## src/rtl/scheduler_pkg.sv

```systemverilog
// Shared constants, packet field positions and FSM state type for the
// spike scheduler controller.
package scheduler_pkg;

    localparam int NUM_AXONS = 256;
    localparam int AXON_W    = 8;
    localparam int NUM_SLOTS = 16;
    localparam int SLOT_W    = 4;

    // Router packet layout: [11:4] axon, [3:0] delay
    localparam int PKT_W     = 12;
    localparam int AXON_MSB  = 11;
    localparam int AXON_LSB  = 4;
    localparam int DELAY_MSB = 3;

    typedef enum logic [1:0] {
        IDLE = 2'd0,
        LOAD = 2'd1,
        SCAN = 2'd2,
        ADV  = 2'd3
    } state_t;

endpackage

```

## src/rtl/scheduler_controller_if.sv

```systemverilog
// Bundle of tick, router packet, SRAM and neuron-core event signals around
// the scheduler controller. The controller uses master; the surrounding core uses slave.
interface scheduler_controller_if;
    import scheduler_pkg::*;

    logic                 tick;
    logic                 pkt_valid;
    logic [PKT_W-1:0]     pkt_data;
    logic                 pkt_ready;
    logic [SLOT_W-1:0]    sram_read_address;
    logic [NUM_AXONS-1:0] sram_out;
    logic                 sram_clr;
    logic                 sram_wen;
    logic [PKT_W-1:0]     sram_packet;
    logic                 evt_valid;
    logic [AXON_W-1:0]    evt_axon;
    logic                 evt_ready;
    logic                 step_done;
    logic                 busy;
    logic                 tick_overrun;

    modport master (
        input  tick, pkt_valid, pkt_data, sram_out, evt_ready,
        output pkt_ready, sram_read_address, sram_clr, sram_wen, sram_packet,
               evt_valid, evt_axon, step_done, busy, tick_overrun
    );

    modport slave (
        output tick, pkt_valid, pkt_data, sram_out, evt_ready,
        input  pkt_ready, sram_read_address, sram_clr, sram_wen, sram_packet,
               evt_valid, evt_axon, step_done, busy, tick_overrun
    );

endinterface

```

## src/rtl/lsb_priority_encoder.sv

```systemverilog
// Returns the index of the lowest set bit of vec, plus whether any bit is set.
module lsb_priority_encoder #(
    parameter int WIDTH = 256,
    parameter int IDX_W = $clog2(WIDTH)
) (
    input  logic [WIDTH-1:0] vec,
    output logic [IDX_W-1:0] index,
    output logic             any_set
);

    always_comb begin
        // NOTE: default assigned before the loop so every path drives index and no latch is inferred.
        index = '0;
        // Scanning downwards lets the lowest set bit be the last one written.
        for (int i = WIDTH - 1; i >= 0; i--) begin
            if (vec[i]) index = IDX_W'(i);
        end
    end

    assign any_set = |vec;

endmodule

```

## src/rtl/scheduler_controller.sv

```systemverilog
// Per-time-step sequencer for the spike scheduler SRAM: latch and clear the current
// slot, stream its set bits as axon events, then advance the slot pointer.
module scheduler_controller
    import scheduler_pkg::*;
(
    input  logic                   clk,
    input  logic                   reset,
    scheduler_controller_if.master bus
);

    state_t               state;
    logic [NUM_AXONS-1:0] scan_reg;
    logic [SLOT_W-1:0]    rd_addr;
    logic                 overrun;
    logic [AXON_W-1:0]    lsb_idx;
    logic                 lsb_any;

    lsb_priority_encoder #(
        .WIDTH (NUM_AXONS),
        .IDX_W (AXON_W)
    ) u_lsb_enc (
        .vec     (scan_reg),
        .index   (lsb_idx),
        .any_set (lsb_any)
    );

    // NOTE: non-blocking assignments so every register samples pre-edge values.
    always_ff @(posedge clk or posedge reset) begin
        if (reset) begin
            state    <= IDLE;
            scan_reg <= '0;
            rd_addr  <= '0;
            overrun  <= 1'b0;
        end else begin
            if (bus.tick && state != IDLE) overrun <= 1'b1;
            unique case (state)
                IDLE: if (bus.tick) state <= LOAD;
                LOAD: begin
                    scan_reg <= bus.sram_out;
                    state    <= SCAN;
                end
                SCAN: begin
                    if (!lsb_any)           state <= ADV;
                    else if (bus.evt_ready) scan_reg[lsb_idx] <= 1'b0;
                end
                ADV: begin
                    rd_addr <= rd_addr + SLOT_W'(1);
                    state   <= IDLE;
                end
            endcase
        end
    end

    // Blocking writes in LOAD keeps router writes away from the slot-clear cycle;
    // reset gating keeps every output low while reset is held.
    assign bus.pkt_ready         = !reset && (state != LOAD);
    assign bus.sram_wen          = bus.pkt_valid && bus.pkt_ready;
    assign bus.sram_packet       = bus.pkt_data;
    assign bus.sram_read_address = rd_addr;
    assign bus.sram_clr          = (state == LOAD);
    assign bus.evt_valid         = (state == SCAN) && lsb_any;
    assign bus.evt_axon          = bus.evt_valid ? lsb_idx : '0;
    assign bus.step_done         = (state == ADV);
    assign bus.busy              = (state != IDLE);
    assign bus.tick_overrun      = overrun;

endmodule

```

## src/flat_wrapper.sv

```systemverilog
// flat-port wrapper written by rule: the top's interface ports become plain ports
module scheduler_controller_flat import scheduler_pkg::*;
  (clk, reset, bus_tick, bus_pkt_valid, bus_pkt_data, bus_sram_out, bus_evt_ready, bus_pkt_ready, bus_sram_read_address, bus_sram_clr, bus_sram_wen, bus_sram_packet, bus_evt_valid, bus_evt_axon, bus_step_done, bus_busy, bus_tick_overrun);
  scheduler_controller_if bus_i ();
  input  logic clk;
  input  logic reset;
  input wire logic [$bits(bus_i.tick)-1:0] bus_tick;
  input wire logic [$bits(bus_i.pkt_valid)-1:0] bus_pkt_valid;
  input wire logic [$bits(bus_i.pkt_data)-1:0] bus_pkt_data;
  input wire logic [$bits(bus_i.sram_out)-1:0] bus_sram_out;
  input wire logic [$bits(bus_i.evt_ready)-1:0] bus_evt_ready;
  output wire logic [$bits(bus_i.pkt_ready)-1:0] bus_pkt_ready;
  output wire logic [$bits(bus_i.sram_read_address)-1:0] bus_sram_read_address;
  output wire logic [$bits(bus_i.sram_clr)-1:0] bus_sram_clr;
  output wire logic [$bits(bus_i.sram_wen)-1:0] bus_sram_wen;
  output wire logic [$bits(bus_i.sram_packet)-1:0] bus_sram_packet;
  output wire logic [$bits(bus_i.evt_valid)-1:0] bus_evt_valid;
  output wire logic [$bits(bus_i.evt_axon)-1:0] bus_evt_axon;
  output wire logic [$bits(bus_i.step_done)-1:0] bus_step_done;
  output wire logic [$bits(bus_i.busy)-1:0] bus_busy;
  output wire logic [$bits(bus_i.tick_overrun)-1:0] bus_tick_overrun;
  assign bus_i.tick = bus_tick;
  assign bus_i.pkt_valid = bus_pkt_valid;
  assign bus_i.pkt_data = bus_pkt_data;
  assign bus_i.sram_out = bus_sram_out;
  assign bus_i.evt_ready = bus_evt_ready;
  assign bus_pkt_ready = bus_i.pkt_ready;
  assign bus_sram_read_address = bus_i.sram_read_address;
  assign bus_sram_clr = bus_i.sram_clr;
  assign bus_sram_wen = bus_i.sram_wen;
  assign bus_sram_packet = bus_i.sram_packet;
  assign bus_evt_valid = bus_i.evt_valid;
  assign bus_evt_axon = bus_i.evt_axon;
  assign bus_step_done = bus_i.step_done;
  assign bus_busy = bus_i.busy;
  assign bus_tick_overrun = bus_i.tick_overrun;
  scheduler_controller u_core (.clk(clk), .reset(reset), .bus(bus_i));
endmodule
```

## config.mk

```make
export PLATFORM = sky130hd
export DESIGN_NAME = scheduler_controller_flat
export DESIGN_NICKNAME = d
export VERILOG_FILES = /design/src/rtl/scheduler_pkg.sv /design/src/rtl/scheduler_controller_if.sv /design/src/rtl/lsb_priority_encoder.sv /design/src/rtl/scheduler_controller.sv /design/src/flat_wrapper.sv
export SDC_FILE = /design/constraint.sdc
export NUM_CORES = 1
export LEC_CHECK = 0
export BUFFER_PORTS_ARGS = -buffer_cell sky130_fd_sc_hd__buf_4
export CAP_MARGIN = 5
export CORE_MARGIN = 8
export CORE_UTILIZATION = 50
export DETAILED_ROUTE_END_ITERATION = 7
export HOLD_SLACK_MARGIN = 0.03
export PLACE_DENSITY_LB_ADDON = 0.2
export SYNTH_ARGS = -nofsm -noshare
export SYNTH_HDL_FRONTEND = slang
export SYNTH_HIERARCHICAL = 1
export SYNTH_SLANG_ARGS = --single-unit
```

## constraint.sdc

```tcl
create_clock -name clk -period 20.5 [get_ports clk]
set_input_delay 4.1 -clock clk [delete_from_list [all_inputs] [get_ports clk]]
set_output_delay 4.1 -clock clk [all_outputs]
set_load 0.01 [all_outputs]
```

Yosys cells after proc, flatten, opt, wreduce, memory -nomap -nowiden --
Index checks and enable logic that the tools add are counted. Widths: inputs -> output; s select.
Word-level totals: register bits 263, output and inout bits 31, word-level logic and storage cells 294
Cells by class: $add $sub $neg 1, magnitude comparators 2, eq/ne operators 8, multiplexer cells 265, bitwise gates (word level) 2, reduce and logical (&&, ||, !) cells 12
Operator list (count):
- $mux 8 | 257
- $mux 256 | 2
- $pmux 256 s2 | 1
- $and 256x256->256 | 1
- $not 256->256 | 1
- $reduce_or 256->1 | 1
- $lt 8x9->1 const B | 1
- $demux 1 s8 | 1
- $ge 8x1->1 const B | 1
- $pmux 2 s4 | 1
- $ne 2x2->1 const B | 3
- $logic_and 1x1->1 | 5
- $add 4x1->4 const B | 1
- $eq 2x2->1 const B | 2
- $mux 2 | 2
- $ne 2x1->1 const B | 2
- $reduce_bool 2->1 | 2
- $reduce_and 3->1 | 1
- $eq 2x1->1 const B | 1
- $logic_not 2->1 | 1
- $reduce_and 2->1 | 1
- $logic_not 1->1 | 1
- $mux 1 | 1

Depth between registers and ports, before layout --
depth in word-level cells 265, gate-level depth with buffers 12

By module --
The synthesis kept the hierarchy.
By module, submodules not included:
- scheduler_controller | times used 1, cells an instance 985, area each 11668.7 µm²
- lsb_priority_encoder | times used 1, cells an instance 624, area each 3443.3 µm²

Least setup slack after synthesis --
Ideal clock, no wire load.
kind input -> output, from input port reset, to output port bus_sram_wen, arrival time 4485 ps, required time 16400 ps, slack 11915 ps, cell stages on the path 2, path through nor2_1 > and2_1
Between the ends: longest elaborated chain between the ends 3
Ends and longest elaborated chain:
- start, declared | line flat_wrapper.sv:6 | input logic reset;
- $logic_not 1->1 (no line)
- $logic_and 1x1->1 | line scheduler_controller.sv:56 | assign bus.pkt_ready = !reset && (state != LOAD);
- $logic_and 1x1->1 | line scheduler_controller.sv:57 | assign bus.sram_wen = bus.pkt_valid && bus.pkt_ready;
- end, declared | line flat_wrapper.sv:15 | output wire logic [$bits(bus_i.sram_wen)-1:0] bus_sram_wen;
No other way between the ends.

Final worst setup path --
Ends and elaborated chain as after synthesis.

==> out/results.md <==
| Quantity | Reported | Unit |
|---|---|---|
| Status | finished, final reports clean | - |
| Setup repair bufs after CTS | 0 | - |
| Cell chosen for the clock root | clkbuf_16 | - |
| Max FFs per register | 256 | - |
| Actual transition at the worst max-transition pin | 1.08 | ns |
| Remaining global-route overflow | 0 | - |
| Shortest clock period the worst path allows after layout | 8.72 | ns |
| Height of the die | 190 | um |
| Peak supply drop | 0.145 | mV |
| Yosys top cell by area | dfrtp_1 | - |
| Req. time, crit path | 16.40 | ns |
| Share of flip-flops with an asynchronous set or reset after synthesis | 100 | % |
| Fill cell instance count of the final layout | 2604 | - |
| Number of core rows | 63 | - |
| Clock slew at the register clock pins of the worst setup and hold paths | 0.06 | ns |
| CTS tree | built | - |
| Share of layout cells above drive strength 1 | 19.6 | % |
| I/O pin count | 304 | - |
| Synthesized netlist cell count | 1609 | - |
| Number of remaining DRC errors | 0 | - |
| Die Wd | 190 | um |
| Worst path cell trace | buf_4 -> nor2_1 -> and2_1 -> buf_4 | - |
| Clock latency on the worst-skew pair | 0.56 | ns |
| Number of register bits inferred by synthesis | 263 | - |
| Final count of negative-setup-slack endpoints | 0 | - |
| Post-Synthesis Cell Area | 15100 | um^2 |
| Crit end category | primary output | - |
| Leakage power figure | 7.36 | nW |
| Critical Path Max Stage Delay | 0.14 | ns |
| Period Utilization, post-route | 42.5 | % |
| Critical path launch point type | input pin | - |
| Setup repair after global routing missed its margin | false | - |
| Avg Inst Size Synth | 9.39 | um^2 |
| Full die area | 36000 | um^2 |
| Rel. slew slack | 28.3 | % |
| Number of antenna violations at the first check in global routing | 0 | - |
| Port-buffer cells | 279 | - |
| Number of global-route vias before repair | 14200 | - |
| Yosys cell types | 69 | - |
| Combined area of the multi-input logic cells | 7920 | um^2 |
| Area contributors post-synth | dfrtp_1 (44%), mux2i_1 (17%), a21oi_1 (9.9%) | - |
| Max Cap Violations | 0 | - |
| Worst clock skew | 0.0177 | ns |
| Most instantiated flip-flop cell in the synthesis netlist | dfrtp_1 | - |
| First-pass GRT wire length | 80.8 | mm |
| Hold Vio Cnt, Final | 0 | - |
| Post-CTS Hold Buffers | 0 | - |
| Non-Filler Cell Area, Final | 18300 | um^2 |
| Diode count | 0 | - |
| Worst path arrival time | 4.62 | ns |
| Placed wire-length estimate after detailed placement | 38.8 | mm |
| Hold Crit Class | register to register | - |
| Post-DP Area | 17400 | um^2 |
| CTS H-tree depth | 1 | - |
| Wirelength per Cell | 23.5 | um |
| Fin Setup TNS | 0 | ns |
| GPL Wtd Cong | 0.949 | - |
| Growth of design area from synthesis to finish | 21.1 | % |
| Pin count of the biggest net entering global routing | 131 | - |
| Largest fanout of any net on the critical path | 2 | - |
| Maximum achievable frequency | 115 | MHz |
| Most frequent cell on the critical path | buf_4 | - |
| Total core area | 29700 | um^2 |
| Final routed wirelength across all metal layers | 52.9 | mm |
| Area share of the largest cell type after synthesis | 43.6 | % |
| Total GRT Usage | 28.1 | % |
| DR vias | 14300 | - |
| Register cell area after layout | 6580 | um^2 |
| Post-detailed-route count of antenna-violating nets | 0 | - |
| Count of synthesis-stage warnings from yosys | 6 | - |
| Count of flip-flops with a built-in enable after synthesis | 0 | - |
| Starting utilization of the core area | 50.9 | % |
| Inserted Clock Buffers | 29 | - |
| Detailed router's first-iteration violation count | 1436 | - |
| Via density | 6.33 | - |
| Clock tree sinks | 263 | - |
| Mapped Nets | 1888 | - |
| Number of gates resized after cts | 0 | - |
| First-pass iteration count of the detailed router | 5 | - |
| Cell Pwr Density | 153 | nW/um^2 |
| Sequential share of the synthesized area | 43.6 | % |
| Number of max-slew violations in the final report | 0 | - |
| Number of nets in the final layout | 2127 | - |
| Kind of critical path | input pin to primary output | - |
| Number of buffers on the longest clock path | 3 | - |
| Cell at the slowest stage of the critical path | and2_1 | - |
-- kinds of logic after synthesis --
family | share of synthesized area, %
fa+ha+maj | 0.497
compound gates | 17.7
simple gates | 16.7
buf+inv | 4.31
mux | 17.1
flops | 43.6
xor+xnor | 0.174
-- through the flow --
step / setup slack [ns] / utilization, % / instances / total power, mW / hold WS, ns
final: 11.78 / 61.6 / 2256 / 2.80 / 0.456
after global routing: 11.73 / 61.6 / 2256 / 2.97 / 0.488
after CTS: 11.78 / 61.6 / 2256 / 2.77 / 0.462
after detailed placement: 11.78 / 58.6 / 2207 / 2.27 / 0.449
after global placement: 11.80 / 58.6 / 2207 / 2.22 / 0.440
after floorplan: 9.16 / - / 1609 / 1.89 / 0.493
-- where the power goes --
group / internal, mW / leakage, nW / switching (mW) / total (mW)
logic: 0.511 / 3.81 / 0.643 / 1.15
clock network: 0.288 / 0.442 / 0.213 / 0.501
registers: 0.794 / 3.11 / 0.352 / 1.15
total: 1.59 / 7.36 / 1.21 / 2.80
-- layout make-up --
| type | count | share of cell area [%] |
|---|---|---|
| inverter | 55 | 1.17 |
| clock inverter | 9 | 0.417 |
| sequential | 263 | 36.0 |
| multi-input combinational | 1208 | 43.3 |
| tap | 390 | 2.67 |
| clock buffer | 40 | 4.47 |
| timing repair buffer | 291 | 12.0 |
-- metal layers --
metal	GRT usage, %	vias to the layer above	part of all wire, %
li1	-	6480	-
met1	38.2	6942	42
met2	44.7	754	46
met3	5.77	102	9.0
met4	8.21	0	2.6
met5	0	-	0
-- synth_stat cells (all sizes together) (12+ instances only) --
cell type	count
a21oi	298
a31oi	21
and2	12
buf	74
dfrtp	263
inv	55
mux2i	256
nand2	56
nand2b	17
nand3	18
nor2	156
nor2b	21
nor3	48
nor4	84
o21ai	44
o31ai	19
or4	15
-- layout by cell type (no fill, tap or decap), drive strengths merged, types with 9 or more instances in the layout --
cell type and n:
inv 55, nor4 84, nand2 56, a21oi 298, nand4 9, nor3 48
or4 15, nand2b 17, and3 11, nor2b 21, dfrtp 263, nor2 156
a31oi 21, and2 12, o21ai 44, buf 291, clkbuf 40, o31ai 19
o2111ai 9, mux2i 256, o211ai 10, nand3 18, a211oi 10
-- path summary, 6_finish.rpt --
kind	slack, ns	endpoint	start	cells after the start
min reg2reg	0.46	u_core/bus.tick_overrun	u_core/bus.tick_overrun	1
min	0.46	u_core/bus.tick_overrun	u_core/bus.tick_overrun	1
min in group asynchronous	3.70	u_core/bus.tick_overrun	reset	2
max	11.78	bus_sram_wen	reset	4
max reg2reg	15.69	u_core/scan_reg[248]	u_core/scan_reg[135]	10
max in group asynchronous	15.26	u_core/scan_reg[34]	reset	3
-- worst max-delay path, delay by kind of cell --
kind | cells | cell delay [ns]
buf+inv | 2 | 0.24
simple gates | 2 | 0.27
(Power assumes the default switching activity.)
